### config.mk
export PLATFORM = sky130hd
export DESIGN_NAME = decoder_3to8_pulse
export DESIGN_NICKNAME = d
export VERILOG_FILES = /design/src/rtl/dec_pkg.sv /design/src/rtl/dec_pulse_timer.sv /design/src/rtl/decoder_3to8_pulse.sv
export SDC_FILE = /design/constraint.sdc
export NUM_CORES = 1
export LEC_CHECK = 0
export BUFFER_PORTS_ARGS = -buffer_cell sky130_fd_sc_hd__buf_2
export CAP_MARGIN = 15
export CORE_MARGIN = 10
export CORE_UTILIZATION = 44
export DETAILED_ROUTE_END_ITERATION = 16
export PLACE_DENSITY = 0.7
export SYNTH_ARGS = -nofsm -noshare
export SYNTH_HDL_FRONTEND = slang
export SYNTH_SLANG_ARGS = --single-unit
export TNS_END_PERCENT = 1
### constraint.sdc
create_clock -name clk -period 1.3 [get_ports clk]
set_input_delay 0.065 -clock clk [delete_from_list [all_inputs] [get_ports clk]]
set_output_delay 0.065 -clock clk [all_outputs]
set_load 0.005 [all_outputs]
### src/rtl/dec_pkg.sv
// dec_pkg: shared types, widths and helpers for the 3-to-8 pulse decoder.
//   dec_state_e    : IDLE / DRIVE / GAP state encoding
//   CODE_W, OUT_W  : code and strobe widths
//   code_to_onehot : binary code to one-hot strobe
//   even_parity_ok : even-parity check over code bits plus parity bit
package dec_pkg;

  localparam int CODE_W = 3;
  localparam int OUT_W  = 8;

  typedef enum logic [1:0] {
    IDLE  = 2'd0,
    DRIVE = 2'd1,
    GAP   = 2'd2
  } dec_state_e;

  function automatic logic [OUT_W-1:0] code_to_onehot(input logic [CODE_W-1:0] code);
    logic [OUT_W-1:0] one;
    one = {{(OUT_W-1){1'b0}}, 1'b1};
    return one << code;
  endfunction

  // True when the XOR over all bits is zero, i.e. the word has even parity.
  function automatic logic even_parity_ok(input logic [CODE_W:0] bits);
    return ~(^bits);
  endfunction

endpackage

### src/rtl/dec_pulse_timer.sv
// dec_pulse_timer: loadable down-counter shared by the DRIVE and GAP phases.
//   clk, rst     : clock, asynchronous active-high reset (count -> 0)
//   load_i       : load load_val_i this edge (wins over dec_i)
//   load_val_i   : value to load
//   dec_i        : decrement this edge; holds at zero instead of wrapping
//   zero_o       : count is zero
module dec_pulse_timer #(
  parameter int W = 3
) (
  input  logic         clk,
  input  logic         rst,
  input  logic         load_i,
  input  logic [W-1:0] load_val_i,
  input  logic         dec_i,
  output logic         zero_o
);

  logic [W-1:0] cnt_q;
  logic [W-1:0] cnt_d;

  // Next count: load has priority, decrement saturates at zero.
  always_comb begin
    cnt_d = cnt_q;
    if (load_i) begin
      cnt_d = load_val_i;
    end else if (dec_i && (cnt_q != {W{1'b0}})) begin
      cnt_d = cnt_q - {{(W-1){1'b0}}, 1'b1};
    end else begin
      cnt_d = cnt_q;
    end
  end

  // Count register.
  always_ff @(posedge clk or posedge rst) begin
    if (rst) begin
      cnt_q <= {W{1'b0}};
    end else begin
      cnt_q <= cnt_d;
    end
  end

  assign zero_o = (cnt_q == {W{1'b0}});

endmodule

### src/rtl/decoder_3to8_pulse.sv
// decoder_3to8_pulse: registered 3-to-8 decoder with a timed strobe.
// An accepted code {x,y,z} lights d[code] for PULSE_LEN cycles, then d stays
// low for GAP_LEN cycles before the next code can be accepted.
//   clk, rst       : clock, asynchronous active-high reset
//   en             : gates acceptance only
//   in_valid/ready : code handshake; in_ready = IDLE && en (combinational)
//   x, y, z        : code bits (x = MSB)
//   d              : registered one-hot strobe
//   busy, done     : registered phase flags (done marks the last d-high cycle)
//   dec_count      : registered count of accepted codes, wraps at 256
// Optional macro DEC_PARITY_EN adds input p (even parity over {x,y,z,p}) and
// output err; a code with bad parity is consumed but not decoded.
module decoder_3to8_pulse
  import dec_pkg::*;
#(
  parameter int PULSE_LEN = 4,
  parameter int GAP_LEN   = 1
) (
  input  logic             clk,
  input  logic             rst,
  input  logic             en,
  input  logic             in_valid,
  output logic             in_ready,
  input  logic             x,
  input  logic             y,
  input  logic             z,
`ifdef DEC_PARITY_EN
  input  logic             p,
  output logic             err,
`endif
  output logic [OUT_W-1:0] d,
  output logic             busy,
  output logic             done,
  output logic [7:0]       dec_count
);

  localparam int MAX_LEN   = (PULSE_LEN > GAP_LEN) ? PULSE_LEN : GAP_LEN;
  localparam int TW        = $clog2(MAX_LEN + 1);
  // GAP_LEN == 0 never loads the gap value; clamp so no negative is formed.
  localparam int GAP_LOAD  = (GAP_LEN > 0) ? GAP_LEN - 1 : 0;
  localparam logic [TW-1:0] PULSE_LOAD_V = TW'(PULSE_LEN - 1);
  localparam logic [TW-1:0] GAP_LOAD_V   = TW'(GAP_LOAD);

  dec_state_e        state_q, state_d;
  logic [CODE_W-1:0] code_q, code_d;
  logic [OUT_W-1:0]  d_q;
  logic              busy_q;
  logic              done_q;
  logic [7:0]        dec_count_q;
  logic              err_q;

  logic              accept;
  logic              code_ok;
  logic              tmr_load;
  logic [TW-1:0]     tmr_val;
  logic              tmr_dec;
  logic              tmr_zero;

  assign in_ready = (state_q == IDLE) && en;
  assign accept   = in_valid && in_ready;

`ifdef DEC_PARITY_EN
  assign code_ok = even_parity_ok({x, y, z, p});
  assign err     = err_q;
`else
  assign code_ok = 1'b1;
`endif

  dec_pulse_timer #(.W(TW)) u_timer (
    .clk        (clk),
    .rst        (rst),
    .load_i     (tmr_load),
    .load_val_i (tmr_val),
    .dec_i      (tmr_dec),
    .zero_o     (tmr_zero)
  );

  // Next-state, code latch and timer control.
  always_comb begin
    state_d  = state_q;
    code_d   = code_q;
    tmr_load = 1'b0;
    tmr_val  = {TW{1'b0}};
    tmr_dec  = 1'b0;
    case (state_q)
      IDLE: begin
        if (accept && code_ok) begin
          code_d   = {x, y, z};
          tmr_load = 1'b1;
          tmr_val  = PULSE_LOAD_V;
          state_d  = DRIVE;
        end else begin
          state_d  = IDLE;
        end
      end
      DRIVE: begin
        if (tmr_zero) begin
          if (GAP_LEN > 0) begin
            tmr_load = 1'b1;
            tmr_val  = GAP_LOAD_V;
            state_d  = GAP;
          end else begin
            state_d  = IDLE;
          end
        end else begin
          tmr_dec = 1'b1;
        end
      end
      GAP: begin
        if (tmr_zero) begin
          state_d = IDLE;
        end else begin
          tmr_dec = 1'b1;
        end
      end
      default: begin
        state_d = IDLE;
      end
    endcase
  end

  // State and latched code.
  always_ff @(posedge clk or posedge rst) begin
    if (rst) begin
      state_q <= IDLE;
      code_q  <= {CODE_W{1'b0}};
    end else begin
      state_q <= state_d;
      code_q  <= code_d;
    end
  end

  // Registered outputs, each one cycle behind the state that produces it.
  always_ff @(posedge clk or posedge rst) begin
    if (rst) begin
      d_q         <= {OUT_W{1'b0}};
      busy_q      <= 1'b0;
      done_q      <= 1'b0;
      dec_count_q <= 8'd0;
      err_q       <= 1'b0;
    end else begin
      d_q    <= (state_q == DRIVE) ? code_to_onehot(code_q) : {OUT_W{1'b0}};
      busy_q <= (state_q != IDLE);
      done_q <= (state_q == DRIVE) && tmr_zero;
      if (accept && code_ok) begin
        dec_count_q <= dec_count_q + 8'd1;
      end else begin
        dec_count_q <= dec_count_q;
      end
      err_q  <= accept && !code_ok;
    end
  end

  assign d         = d_q;
  assign busy      = busy_q;
  assign done      = done_q;
  assign dec_count = dec_count_q;

`ifndef DEC_PARITY_EN
  // err_q only drives a port when parity checking is built in.
  logic unused_err;
  assign unused_err = err_q;
`endif

endmodule
# ---- Yosys cells after proc, flatten, opt, wreduce, memory -nomap -nowiden
# Index checks and enable logic that the tools add are counted.
dict set report word_totals {
  ff_bits 26
  inputBits 7
  wordCells 40
  output_inout_bits 19
}
dict set report classes {
  n_reduce_logical 12
  addsub 2
  eq_ne 4
  n_mux 14
  n_shift 1
}
# op count
set op_table {}
lappend op_table {{$add 8x1->8 const B} 1}
lappend op_table {{$mux 2} 4}
lappend op_table {{$mux 8} 1}
lappend op_table {{$shl 1x3->8 const A} 1}
lappend op_table {{$mux 3} 2}
lappend op_table {{$pmux 2 s3} 1}
lappend op_table {{$mux 1} 5}
lappend op_table {{$logic_and 1x1->1} 4}
lappend op_table {{$ne 2x2->1 const B} 2}
lappend op_table {{$reduce_and 2->1} 2}
lappend op_table {{$reduce_bool 2->1} 2}
lappend op_table {{$logic_not 3->1} 1}
lappend op_table {{$reduce_bool 3->1} 1}
lappend op_table {{$sub 3x1->3 const B} 1}
lappend op_table {{$eq 2x1->1 const B} 1}
lappend op_table {{$eq 2x2->1 const B} 1}
lappend op_table {{$logic_not 2->1} 1}
lappend op_table {{$pmux 1 s2} 1}
lappend op_table {{$reduce_or 2->1} 1}

# ---- Longest topological paths before layout
# Gate-level depths: netlist (run 1).
dict set report depth {
  ltp_word 6
  ltp_mapped 6
  mapped_depth_nobuf 5
}

# ---- Cells and area by module
# A second synthesis (run 1) with hierarchy kept.
dict set report hier_totals {
  hier_cells 106
  area_unflattened_um2 1164.9
}
# module cells_each seq_area_each_um2 n_inst area_each_um2
set by_module_without_submodules {}
lappend by_module_without_submodules {decoder_3to8_pulse 86 575.6 1 953.4}
lappend by_module_without_submodules {dec_pulse_timer 20 75.1 1 211.5}

# ---- Worst setup path before layout (run 1)
# Ideal clock, no wire load.
dict set report synth_path {
  kind {register to register}
  startpoint {register state_q[0]}
  endpoint {register dec_count_q[4] (netlist: dec_count[4])}
  setup_slack_ns 0.013
  path_buffers 1
  arrival_time_ns 1.162
  setup_time_ns 0.125
  t_required_ns 1.175
  stages_incl_launch_ff 7
  period_less_slack_ns 1.287
  path_cell_list {dfrtp_1 inv_1 ha_1 and3_1 buf_6 nand4_1 xnor2_1}
}
dict set report synth_via {
  elab_chain_len 3
}
# item line_no
set synth_lines {}
lappend synth_lines {{start, declared} decoder_3to8_pulse.sv:44} ;# dec_state_e state_q, state_d;
lappend synth_lines {{start signal, assigned} decoder_3to8_pulse.sv:128} ;# state_q <= state_d;
lappend synth_lines {{$logic_not 2->1} decoder_3to8_pulse.sv:59} ;# assign in_ready = (state_q == IDLE) && en;
lappend synth_lines {{$logic_and 1x1->1} decoder_3to8_pulse.sv:59}
lappend synth_lines {{$logic_and 1x1->1} decoder_3to8_pulse.sv:60} ;# assign accept = in_valid && in_ready;
lappend synth_lines {{end signal, assigned} decoder_3to8_pulse.sv:146} ;# dec_count_q <= dec_count_q + 8'd1;
lappend synth_lines {{end signal, assigned} decoder_3to8_pulse.sv:148} ;# dec_count_q <= dec_count_q;
lappend synth_lines {{end, declared} decoder_3to8_pulse.sv:49} ;# logic [7:0] dec_count_q;
# Every way passes these cells.
# A chain may end at the register's enable or synchronous reset.

# ---- Worst setup path in the final report (run 1)
dict set report layout_path {
  startpoint {register state_q[0]}
  endpoint {output port in_ready}
}
dict set report layout_via {
  elab_chain_len 2
}
# item line_no
set layout_lines {}
lappend layout_lines {{$logic_not 2->1} decoder_3to8_pulse.sv:59}
lappend layout_lines {{$logic_and 1x1->1} decoder_3to8_pulse.sv:59}
lappend layout_lines {{end, declared} decoder_3to8_pulse.sv:23} ;# output logic in_ready,
# Every way passes these cells.

==> impl_summary.txt, run 1 <==
----------------------------------------------------
[Setup path]
  Crit Path Max Fanout ... 3
  Crit path required time ... approximately 1.2 ns
  Data arrival time of the worst path ... between 1 and 1.5 ns
  Critical setup path kind ... reg -> out
  Critical-path cell with the highest stage delay ... sky130_fd_sc_hd__dfrtp_1
  Most used cell, CP ... sky130_fd_sc_hd__buf_6
  Worst path buffer plus inverter count ... 3
  Kind of end point of the critical path ... output port
  Cell-by-cell listing of the critical path ... inv_2 -> ha_4 -> buf_6 -> and2_4 -> buf_6
  Largest stage delay on the critical path ... roughly 0.4 ns
  Critical path launch point type ... register
  Top cell family by delay on the critical path ... flip-flops

[Floorplanning]
  Die W ... about 70 µm
  Floorplan die height ... 70.6 µm
  Total Die Area ... roughly 0.0050 mm²
  Std-Cell Rows ... 18
  Boundary pin count ... 26
  Initial Util ... 0.458
  Area inside the core boundary ... 0.00245 mm²

[Worst hold path]
  Min-Delay Path Class ... in -> reg

[STA]
  Final critical-path required period ... around 1.3 ns
  Post-Route Hold Slack ... ~0.21 ns
  Setup repair after global routing missed its margin ... yes
  Final worst-path setup slack ... -0.0332 ns
  Final TNS setup ... -0.0517 ns
  Final clock period utilization by the worst path ... 1.03
  Final number of setup-violating endpoints ... 3
  FMAX ... 750 MHz
  Max Clock Skew ... approximately 0.0027 ns
  Worst rel slew slack ... 0.784
  Hold violation count in the final report ... 0
  Transition time at the pin with the least slew margin ... approximately 0.32 ns
  Max Transition Viols Final ... 0

[Clock network]
  # H-tree levels ... 1
  Clk pin slew, worst setup/hold paths ... 0.14 ns
  Clock tree from TritonCTS ... built
  Maximum clock insertion buffer count ... 2
  Cts bufs inserted ... 3
  Total clock sinks ... 26
  Later-pin clock latency in the skew report ... 0.31 ns
  CTS Root Cell ... sky130_fd_sc_hd__clkbuf_4

[Synthesis]
  Number of register bits inferred by synthesis ... 26
  Top post-synthesis cells by area ... sky130_fd_sc_hd__dfrtp_1 58%, sky130_fd_sc_hd__ha_1 6.7%, sky130_fd_sc_hd__nand2_1 5.7%
  Average size of a mapped cell ... about 11 µm²
  Synthesized instance count ... 101
  Count of flip-flops with a built-in enable after synthesis ... 0
  Total nets after synthesis ... about 110
  Count of cell types in the netlist ... 23
  Warnings, synthesis ... 0
  Synthesized cell area ... between 0.001 and 0.0015 mm²
  Main flop type after synthesis ... sky130_fd_sc_hd__dfrtp_1
  Post-synth top area cell ... sky130_fd_sc_hd__dfrtp_1
  Synth cell count leaders ... 26 x sky130_fd_sc_hd__dfrtp_1, 17 x sky130_fd_sc_hd__nand2_1, 9 x sky130_fd_sc_hd__nor2_1
  Library cell with the highest instance count after synthesis ... sky130_fd_sc_hd__dfrtp_1
  Sequential area share after synthesis ... 0.578
  Proportion of netlist area held by the largest area contributor ... 0.578
  Share of synthesized flip-flops with an asynchronous set or reset ... 1.00

[Placed design]
  Routability congestion estimate from global placement ... ~0.77
  Quantity of I/O buffers inserted on ports ... 25
  Post-place setup slack ... -0.0650 ns
  Dpl hpwl ... ~1.7 mm
  Number of cells after detailed placement ... around 170

[Run status]
  Violations in the final reports ... negative setup slack
  Status ... complete, but fails checks

[Global routing]
  Antenna violations before repair ... 0
  GRT Resource Usage Total ... 0.0931
  Total gr overflow ... 0
  Vias in the first global route ... 894
  Maximum number of pins on one net before global-route repair ... 27
  Global-route wire length before repair ... between 3 and 4 mm

[Final layout]
  Count of nets after finishing ... 160
  Fraction of final layout cells with drive strength greater than 1 ... 0.377
  Final cell count without fillers ... 176
  Layout-stage area growth over the synthesis result ... 32.5%
  Antenna fix cells ... 0

[Pwr]
  Proportion of power drawn by the clock network ... 0.145
  Combinational group share of total power ... 0.412
  Int Pwr ... around 1.8 mW
  Sequential power share ... 0.443
  Ratio of total power to cell area ... ~1800 mW/mm²
  Static power due to leakage ... between 0.8 and 0.9 nW
  Largest voltage drop on the vdd net ... about 1.1 mV
  Net Sw Power ... just over 0.9 mW
  Switch share ... 0.340

[Detailed routing]
  Total iterations of the first detailed-routing run ... 4
  DRC violation count after routing ... 0
  DR WL/cell ... approximately 13 µm
  Detailed Route WL ... approximately 2.3 mm
  Vias/cell ... 4.69
  Total number of vias ... between 800 and 900
  Number of design-rule violations left by the first detailed-router iteration ... 50
  Post-DRT Antenna Nets ... 0

[Job]
  Maximum capacitance violations ... 0

----------------------------------------------------
[worst paths after layout]
kind,startpoint,endpoint,slack [ns],cells after the start
setup / recovery,state_q[0]$_DFFE_PP0P_,in_ready,-0.03,5
hold / removal,in_valid,dec_count[5]$_DFFE_PP0P_,0.21,4
setup reg to reg,state_q[0]$_DFFE_PP0P_,u_timer.cnt_q[0]$_DFFE_PP0P_,-0.01,5
hold reg to reg,dec_count[7]$_DFFE_PP0P_,dec_count[7]$_DFFE_PP0P_,0.49,1
max in group asynchronous,rst,state_q[1]$_DFFE_PP0P_,0.72,4
min in group asynchronous,rst,dec_count[5]$_DFFE_PP0P_,0.33,4
[worst min-delay path, delay by kind of cell]
family	cells	cell delay, ns
XOR/XNOR	1	0.11
buffers and inverters	1	0.11
AND/OR/NAND/NOR	2	0.20
[sequential cells by signal, indices dropped and copies added, names as in the netlist]
signal / cells
dec_count: 8
code_q: 3
state_q: 2
u_timer.cnt_q: 3
done: 1
d: 8
busy: 1
[kinds of logic (layout without fill, tap and decap cells)]
| family | Yosys count | in the layout | synth area share |
|---|---|---|---|
| AO/OA/AOI/OAI | 5 | 5 | 0.0289 |
| XOR/XNOR | 7 | 7 | 0.0545 |
| adder cells (fa/ha/maj) | 6 | 6 | 0.0667 |
| buffers and inverters | 8 | 53 | 0.0334 |
| flip-flops | 26 | 26 | 0.578 |
| multiplexers | 3 | 3 | 0.0267 |
| AND/OR/NAND/NOR | 46 | 46 | 0.211 |
[metrics by stage]
step                total power [mW]   util  instance area (µm²)
floorplan                       1.79      -                 1120
global placement                2.16  0.550                 1350
detailed placement              2.20  0.550                 1350
CTS                             2.77  0.606                 1490
global route                    2.98  0.607                 1490
finish                          2.75  0.607                 1490
[layout by cell type, fill, tap and decap left out, drive strengths merged, types with 3 or more instances in the layout]
master	n
xor2	3
buf	38
inv	7
xnor2	4
dlygate4sd3	4
clkbuf	4
nor3	6
nand2b	4
nand2	17
nand4	3
dfrtp	26
nor2	9
ha	6
mux2i	3
[cell type report]
cell class / instances / area, µm²
fillers: 219 / 965
well taps: 30 / 37.5
clock buffers: 4 / 36.3
flip-flops and latches: 26 / 651
repair buffers: 42 / 273
inverters: 7 / 26.3
multi-input cells: 67 / 467
[what timing repair did]
item | CTS | global route
hold buffers | 4 | 0
endpoints found under the hold margin | 29 | 0
pin swaps | 2 | 2
cloned | 0 | 0
resized for setup | 10 | 4
setup endpoints to repair | 9 | 14
buffers inserted | 3 | 0
[power by group through the flow]
stage          logic (mW)  clock network (mW)  registers (mW)
6_report             1.13               0.400            1.22
5_1_grt              1.27               0.459            1.26
4_1_cts              1.14               0.419            1.21
3_5_place_dp        0.970                   0            1.23
3_3_place_gp        0.941                   0            1.22
2_1_floorplan       0.574                   0            1.22
[per-layer routing]
metal	wire (µm)	vias to the layer above	share of wire	global-route usage
met5	0	-	0	0
met4	12	0	0.0053	0.0129
met3	142	2	0.063	0.0335
met2	1210	13	0.53	0.183
met1	897	393	0.40	0.0928
li1	-	418	-	-
Note: power is estimated with default switching activity, not from simulation.
==> inputs of run 2 (changes only) <==
--- a/config.mk
+++ b/config.mk
@@ -10,7 +10,7 @@
 export CORE_MARGIN = 10
 export CORE_UTILIZATION = 44
 export DETAILED_ROUTE_END_ITERATION = 16
-export PLACE_DENSITY = 0.7
+export PLACE_DENSITY_LB_ADDON = 0.08
 export SYNTH_ARGS = -nofsm -noshare
 export SYNTH_HDL_FRONTEND = slang
 export SYNTH_SLANG_ARGS = --single-unit
==> run 2 against run 1 <==
The flow now finishes without violations. Sequential share of layout area fell by 0.58 points. Critical path depth stayed put. Non-clock buffer count shrank 3. Hold slack worse by 0.042 ns. Clock skew rose by 0.0070 ns. Register-to-register slack improved by 0.05 ns. First-iteration DRC count grew 2.0%. Via count is 0.36% lower. Setup slack better by 0.076 ns. Global-route usage increased by 0.42 points. Sequential power about the same. Fmax rose by 6.0%. Critical path type is now reg -> reg. Critical endpoint is now u_timer.cnt_q[0]$_DFFE_PP0P_. Highest routed layer unchanged.
==> impl_summary.txt, run 2 (synthesis results as in run 1) <==
----------------------------------------------------
[Floorplanning]
  Area inside the core boundary ... 0.00245 mm² (unchanged)
  Initial Util ... 0.458 (unchanged)
  Die W ... 70.6 µm (unchanged)
  Boundary pin count ... 26 (unchanged)
  Floorplan die height ... 70.6 µm (unchanged)
  Total Die Area ... 0.00498 mm² (unchanged)
  Std-Cell Rows ... 18 (unchanged)

[Setup path]
  Cell-by-cell listing of the critical path ... inv_2 -> ha_4 -> nand2b_4 -> mux2i_2 -> a211o_1 (was inv_2 -> ha_4 -> buf_6 -> and2_4 -> buf_6)
  Worst path buffer plus inverter count ... 1 (was 3)
  Crit Path Max Fanout ... 3 (unchanged)
  Critical setup path kind ... reg -> reg (was reg -> out)
  Top cell family by delay on the critical path ... flip-flops (unchanged)
  Critical-path cell with the highest stage delay ... sky130_fd_sc_hd__dfrtp_1 (unchanged)
  Data arrival time of the worst path ... 1.48 ns (was 1.27 ns)
  Critical path launch point type ... register (unchanged)
  Largest stage delay on the critical path ... 0.43 ns (was 0.39 ns)
  Crit path required time ... 1.52 ns (was 1.24 ns)
  Kind of end point of the critical path ... register (was output port)

[Placed design]
  Quantity of I/O buffers inserted on ports ... 25 (unchanged)
  Routability congestion estimate from global placement ... 0.764 (was 0.766)
  Dpl hpwl ... 1.75 mm (was 1.73 mm)
  Number of cells after detailed placement ... 164 (was 165)

[Detailed routing]
  Post-DRT Antenna Nets ... 0 (unchanged)
  DR WL/cell ... 13.5 µm (was 12.8 µm)
  Detailed Route WL ... 2.33 mm (was 2.26 mm)
  Total iterations of the first detailed-routing run ... 4 (unchanged)
  Total number of vias ... 823 (was 826)
  Number of design-rule violations left by the first detailed-router iteration ... 51 (was 50)
  Vias/cell ... 4.76 (was 4.69)
  DRC violation count after routing ... 0 (unchanged)

[Clock network]
  Maximum clock insertion buffer count ... 2 (unchanged)
  CTS Root Cell ... sky130_fd_sc_hd__clkbuf_4 (unchanged)
  Clk pin slew, worst setup/hold paths ... 0.15 ns (was 0.14 ns)
  Total clock sinks ... 26 (unchanged)
  # H-tree levels ... 1 (unchanged)
  Clock tree from TritonCTS ... built (unchanged)
  Later-pin clock latency in the skew report ... 0.32 ns (was 0.31 ns)
  Cts bufs inserted ... 3 (unchanged)

[STA]
  FMAX ... 795 MHz (was 750 MHz)
  Final TNS setup ... 0 ns (was -0.0517 ns)
  Max Transition Viols Final ... 0 (unchanged)
  Final clock period utilization by the worst path ... 0.967 (was 1.03)
  Final number of setup-violating endpoints ... 0 (was 3)
  Max Clock Skew ... 0.00968 ns (was 0.00269 ns)
  Setup repair after global routing missed its margin ... yes (unchanged)
  Hold violation count in the final report ... 0 (unchanged)
  Worst rel slew slack ... 0.782 (was 0.784)
  Transition time at the pin with the least slew margin ... 0.327 ns (was 0.324 ns)
  Final critical-path required period ... 1.26 ns (was 1.33 ns)

[Final layout]
  Most frequent standard cell in the layout excluding fill and tap cells ... sky130_fd_sc_hd__dfrtp_1 (unchanged)
  Antenna fix cells ... 0 (unchanged)
  Count of nets after finishing ... 157 (was 160)
  Commonest non-fill, non-tap cells in the layout ... 26 x sky130_fd_sc_hd__dfrtp_1, 24 x sky130_fd_sc_hd__buf_2, 17 x sky130_fd_sc_hd__nand2_1 (was 26 x sky130_fd_sc_hd__dfrtp_1, 24 x sky130_fd_sc_hd__buf_2, 16 x sky130_fd_sc_hd__nand2_1)
  Layout-stage area growth over the synthesis result ... 34.3% (was 32.5%)
  Fraction of final layout cells with drive strength greater than 1 ... 0.385 (was 0.377)
  Final cell count without fillers ... 173 (was 176)

[Pwr]
  Ratio of total power to cell area ... 1940 mW/mm² (was 1840 mW/mm²)
  Largest voltage drop on the vdd net ... 1.22 mV (was 1.05 mV)
  Static power due to leakage ... 0.803 nW (was 0.812 nW)

[Global routing]
  Total gr overflow ... 0 (unchanged)
  Antenna violations before repair ... 0 (unchanged)
  Global-route wire length before repair ... 3.98 mm (unchanged)
  GRT Resource Usage Total ... 0.0974 (was 0.0931)
  Vias in the first global route ... 885 (was 894)
  Maximum number of pins on one net before global-route repair ... 27 (unchanged)

[Worst hold path]
  Min-Delay Path Class ... in -> reg (unchanged)

[Job]
  Maximum capacitance violations ... 0 (unchanged)

[Run status]
  Status ... completed (was complete, but fails checks)

----------------------------------------------------
run 2: changes by cell type in the layout (fill, tap and decap cells not counted), sizes merged:
cell / change
buf: -3
bufinv: +1
clkbuf: -1
run 2: layer usage:
metal / share of wire / track usage / up-vias
met2: 0.53 / 0.172 / 17
met5: 0 / 0 / -
li1: - / - / 419
met4: 0.0056 / 0.0323 / 0
met1: 0.39 / 0.104 / 385
met3: 0.079 / 0.0377 / 2
run 2: path summary, 6_finish.rpt:
kind | to | startpoint | slack [ns] | cells after the start
worst max register to register | u_timer.cnt_q[0]$_DFFE_PP0P_ | u_timer.cnt_q[1]$_DFFE_PP0P_ | 0.04 | 5
worst min-delay path | dec_count[7]$_DFFE_PP0P_ | in_valid | 0.17 | 4
worst max-delay path | u_timer.cnt_q[0]$_DFFE_PP0P_ | u_timer.cnt_q[1]$_DFFE_PP0P_ | 0.04 | 5
min in group asynchronous | code_q[2]$_DFFE_PP0P_ | rst | 0.34 | 4
worst min register to register | dec_count[7]$_DFFE_PP0P_ | dec_count[7]$_DFFE_PP0P_ | 0.47 | 1
max in group asynchronous | busy$_DFF_PP0_ | rst | 0.71 | 4
run 2: worst register-to-register path: cells and delay by family, from the launching register on:
family | cells | cell delay (ns)
AOI/OAI and AO/OA | 1 | 0.29
adders and majority gates | 1 | 0.15
buffers and inverters | 1 | 0.08
DFF | 1 | 0.43
muxes | 1 | 0.16
and+or+nand+nor | 1 | 0.06
run 2: area by class of cell:
cell class / instances / area, µm²
fill: 224 / 945
sequential: 26 / 651
multi-input combinational: 67 / 497
timing repair buffer: 39 / 246
tap: 30 / 37.5
clock inverter: 1 / 30.0
inverter: 7 / 26.3
clock buffer: 3 / 22.5
run 2: what timing repair did:
item / CTS / global route
hold buffers: 4 / 0
pin swaps: 1 / 2
buffers inserted: 0 / 1
gates resized for setup: 10 / 8
endpoints found under the setup margin: 6 / 9
endpoints found under the hold margin: 29 / 0
run 2: report_power, final:
group / switching, mW / internal, mW
combinational: 0.530 / 0.628
sequential: 0.196 / 1.02
clock: 0.246 / 0.312
run 2: metrics by stage:
| stage | worst slack (ns) | util | hold WS (ns) | cell area [µm²] | total power, mW |
|---|---|---|---|---|---|
| finish | 0.0425 | 0.615 | 0.169 | 1510 | 2.94 |
| global route | -0.0167 | 0.615 | 0.179 | 1510 | 3.19 |
| CTS | 0.00896 | 0.602 | 0.175 | 1480 | 2.87 |
| detailed placement | -0.0432 | 0.547 | 0.136 | 1340 | 2.20 |
| global placement | -0.00254 | 0.547 | 0.133 | 1340 | 2.17 |
| floorplan | 0.0133 | - | 0.105 | 1120 | 1.79 |
==> inputs of run 3 (changes only) <==
--- a/config.mk
+++ b/config.mk
@@ -8,9 +8,9 @@
 export BUFFER_PORTS_ARGS = -buffer_cell sky130_fd_sc_hd__buf_2
 export CAP_MARGIN = 15
 export CORE_MARGIN = 10
-export CORE_UTILIZATION = 44
+export CORE_UTILIZATION = 46
 export DETAILED_ROUTE_END_ITERATION = 16
-export PLACE_DENSITY_LB_ADDON = 0.08
+export PLACE_DENSITY_LB_ADDON = 0.05
 export SYNTH_ARGS = -nofsm -noshare
 export SYNTH_HDL_FRONTEND = slang
 export SYNTH_SLANG_ARGS = --single-unit
==> run 3 against run 2 <==
Fmax rose by 0.25%. Sequential share of layout area fell by 0.74 points. Via count rose by 0.24%.
==> impl_summary.txt, run 3 (synthesis results as in run 1) <==
----------------------------------------------------
[Global routing]
  GRT Resource Usage Total ... 0.0978 (was 0.0974)
  Vias in the first global route ... 892 (was 885)
  Global-route wire length before repair ... 3.91 mm (was 3.98 mm)
  Antenna violations before repair ... 0 (unchanged)
  Total gr overflow ... 0 (unchanged)
  Maximum number of pins on one net before global-route repair ... 27 (unchanged)

[STA]
  Worst rel slew slack ... 0.782 (about the same)
  Post-Route Hold Slack ... 0.195 ns (was 0.169 ns)
  Setup repair after global routing missed its margin ... yes (unchanged)
  Hold violation count in the final report ... 0 (unchanged)
  Final number of setup-violating endpoints ... 0 (unchanged)
  Max Transition Viols Final ... 0 (unchanged)
  FMAX ... 797 MHz (was 795 MHz)
  Transition time at the pin with the least slew margin ... 0.328 ns (was 0.327 ns)
  Final critical-path required period ... 1.25 ns (was 1.26 ns)
  Max Clock Skew ... 0.00180 ns (was 0.00968 ns)
  Final clock period utilization by the worst path ... 0.965 (was 0.967)

[Pwr]
  Static power due to leakage ... 0.823 nW (was 0.803 nW)
  Net Sw Power ... 0.979 mW (was 0.972 mW)
  Switch share ... 0.332 (was 0.331)
  Largest voltage drop on the vdd net ... 1.42 mV (was 1.22 mV)
  Int Pwr ... 1.97 mW (was 1.96 mW)
  Sequential power share ... 0.414 (was 0.416)
  Ratio of total power to cell area ... 1920 mW/mm² (was 1940 mW/mm²)
  Proportion of power drawn by the clock network ... 0.186 (was 0.190)
  Total power after layout ... 2.95 mW (was 2.94 mW)
  Combinational group share of total power ... 0.400 (was 0.395)

[Setup path]
  Critical path launch point type ... register (unchanged)
  Top cell family by delay on the critical path ... flip-flops (unchanged)
  Largest stage delay on the critical path ... 0.42 ns (was 0.43 ns)
  Cell-by-cell listing of the critical path ... inv_2 -> ha_4 -> and2_4 -> buf_6 (was inv_2 -> ha_4 -> nand2b_4 -> mux2i_2 -> a211o_1)
  Data arrival time of the worst path ... 1.19 ns (was 1.48 ns)
  Critical-path cell with the highest stage delay ... sky130_fd_sc_hd__dfrtp_1 (unchanged)
  Critical setup path kind ... reg -> out (was reg -> reg)
  Crit path required time ... 1.24 ns (was 1.52 ns)
  Crit Path Max Fanout ... 4 (was 3)
  Worst path buffer plus inverter count ... 2 (was 1)
  Kind of end point of the critical path ... output port (was register)

[Detailed routing]
  Vias/cell ... 4.80 (was 4.76)
  Number of design-rule violations left by the first detailed-router iteration ... 31 (was 51)
  DR WL/cell ... 13.6 µm (was 13.5 µm)
  Total iterations of the first detailed-routing run ... 4 (unchanged)
  Total number of vias ... 825 (was 823)
  Detailed Route WL ... 2.33 mm (about the same)
  DRC violation count after routing ... 0 (unchanged)
  Post-DRT Antenna Nets ... 0 (unchanged)

[Final layout]
  Final cell count without fillers ... 172 (was 173)
  Antenna fix cells ... 0 (unchanged)
  Commonest non-fill, non-tap cells in the layout ... 26 x sky130_fd_sc_hd__dfrtp_1, 24 x sky130_fd_sc_hd__buf_2, 17 x sky130_fd_sc_hd__nand2_1 (unchanged)
  Fill count ... 181 (was 224)
  Most frequent standard cell in the layout excluding fill and tap cells ... sky130_fd_sc_hd__dfrtp_1 (unchanged)
  Utilization of the core after routing ... 0.675 (was 0.615)
  Count of nets after finishing ... 158 (was 157)
  Layout-stage area growth over the synthesis result ... 36.6% (was 34.3%)
  Fraction of final layout cells with drive strength greater than 1 ... 0.389 (was 0.385)

[Placed design]
  Number of cells after detailed placement ... 162 (was 164)
  Dpl hpwl ... 1.66 mm (was 1.75 mm)
  Quantity of I/O buffers inserted on ports ... 25 (unchanged)
  Routability congestion estimate from global placement ... 0.777 (was 0.764)

[Job]
  Maximum capacitance violations ... 0 (unchanged)

[Floorplanning]
  Std-Cell Rows ... 17 (was 18)
  Initial Util ... 0.494 (was 0.458)
  Total Die Area ... 0.00482 mm² (was 0.00498 mm²)
  Boundary pin count ... 26 (unchanged)
  Area inside the core boundary ... 0.00228 mm² (was 0.00245 mm²)
  Die W ... 69.5 µm (was 70.6 µm)
  Floorplan die height ... 69.5 µm (was 70.6 µm)

[Clock network]
  Later-pin clock latency in the skew report ... 0.31 ns (was 0.32 ns)
  Cts bufs inserted ... 3 (unchanged)
  Clk pin slew, worst setup/hold paths ... 0.14 ns (was 0.15 ns)
  # H-tree levels ... 1 (unchanged)
  CTS Root Cell ... sky130_fd_sc_hd__clkbuf_4 (unchanged)
  Clock tree from TritonCTS ... built (unchanged)
  Maximum clock insertion buffer count ... 2 (unchanged)
  Total clock sinks ... 26 (unchanged)

[Run status]
  Status ... completed (unchanged)

[Worst hold path]
  Min-Delay Path Class ... in -> reg (unchanged)

----------------------------------------------------
-- run 3: changes by cell type in the layout (fill, tap and decap cells not counted), sizes merged --
cell  before  now
buf       35   36
-- run 3: final cells by class --
cell class                 count  area [µm²]  share of cell area
sequential                    26         651               0.423
clock inverter                 1        30.0              0.0195
tap                           28        35.0              0.0228
multi-input combinational     67         507               0.330
clock buffer                   3        22.5              0.0147
timing repair buffer          40         265               0.173
inverter                       7        26.3              0.0171
-- run 3: tightest hold or removal path: stages --
cell and delay [ns]:
sky130_fd_sc_hd__buf_2 0.13, sky130_fd_sc_hd__nand3_4 0.12, sky130_fd_sc_hd__nor3_2 0.05, sky130_fd_sc_hd__xor2_1 0.11
-- run 3: repair_timing --
action                                 4_1_cts  5_1_grt
setup endpoints to repair                    6       15
buffers inserted                             3        0
endpoints found under the hold margin       29        0
pin swaps                                    1        8
gates resized for setup                      7       16
hold buffers                                 4        0
-- run 3: path summary, 6_finish.rpt --
kind	end	cells past startpoint	slack, ns	startpoint
min reg2reg	dec_count[7]$_DFFE_PP0P_	1	0.47	dec_count[7]$_DFFE_PP0P_
min	dec_count[5]$_DFFE_PP0P_	4	0.19	in_valid
max	in_ready	4	0.05	state_q[1]$_DFFE_PP0P_
max in group asynchronous	busy$_DFF_PP0_	4	0.72	rst
min in group asynchronous	d[4]$_DFF_PP0_	4	0.33	rst
max reg2reg	dec_count[0]$_DFFE_PP0P_	6	0.06	state_q[1]$_DFFE_PP0P_
-- run 3: power by group through the flow --
stage / Combinational [mW] / Sequential, mW / Clock [mW]
floorplan: 0.574 / 1.22 / 0
global placement: 0.949 / 1.22 / 0
detailed placement: 0.963 / 1.22 / 0
CTS: 1.06 / 1.21 / 0.561
global route: 1.34 / 1.27 / 0.592
finish: 1.18 / 1.22 / 0.550
-- run 3: per-stage QoR --
stage | TNS, ns | worst slack (ns) | instance area, µm²
CTS | 0 | 0.00372 | 1480
global placement | 0 | 0.0111 | 1340
global route | -0.201 | -0.0403 | 1540
detailed placement | -0.0980 | -0.0465 | 1340
finish | 0 | 0.0456 | 1540
floorplan | 0 | 0.0133 | 1120
-- run 3: layer usage --
| metal | routed length [µm] | track usage |
|---|---|---|
| met1 | 959 | 0.0998 |
| met5 | 0 | 0 |
| met4 | 17 | 0.0399 |
| met2 | 1210 | 0.175 |
| met3 | 142 | 0.0342 |
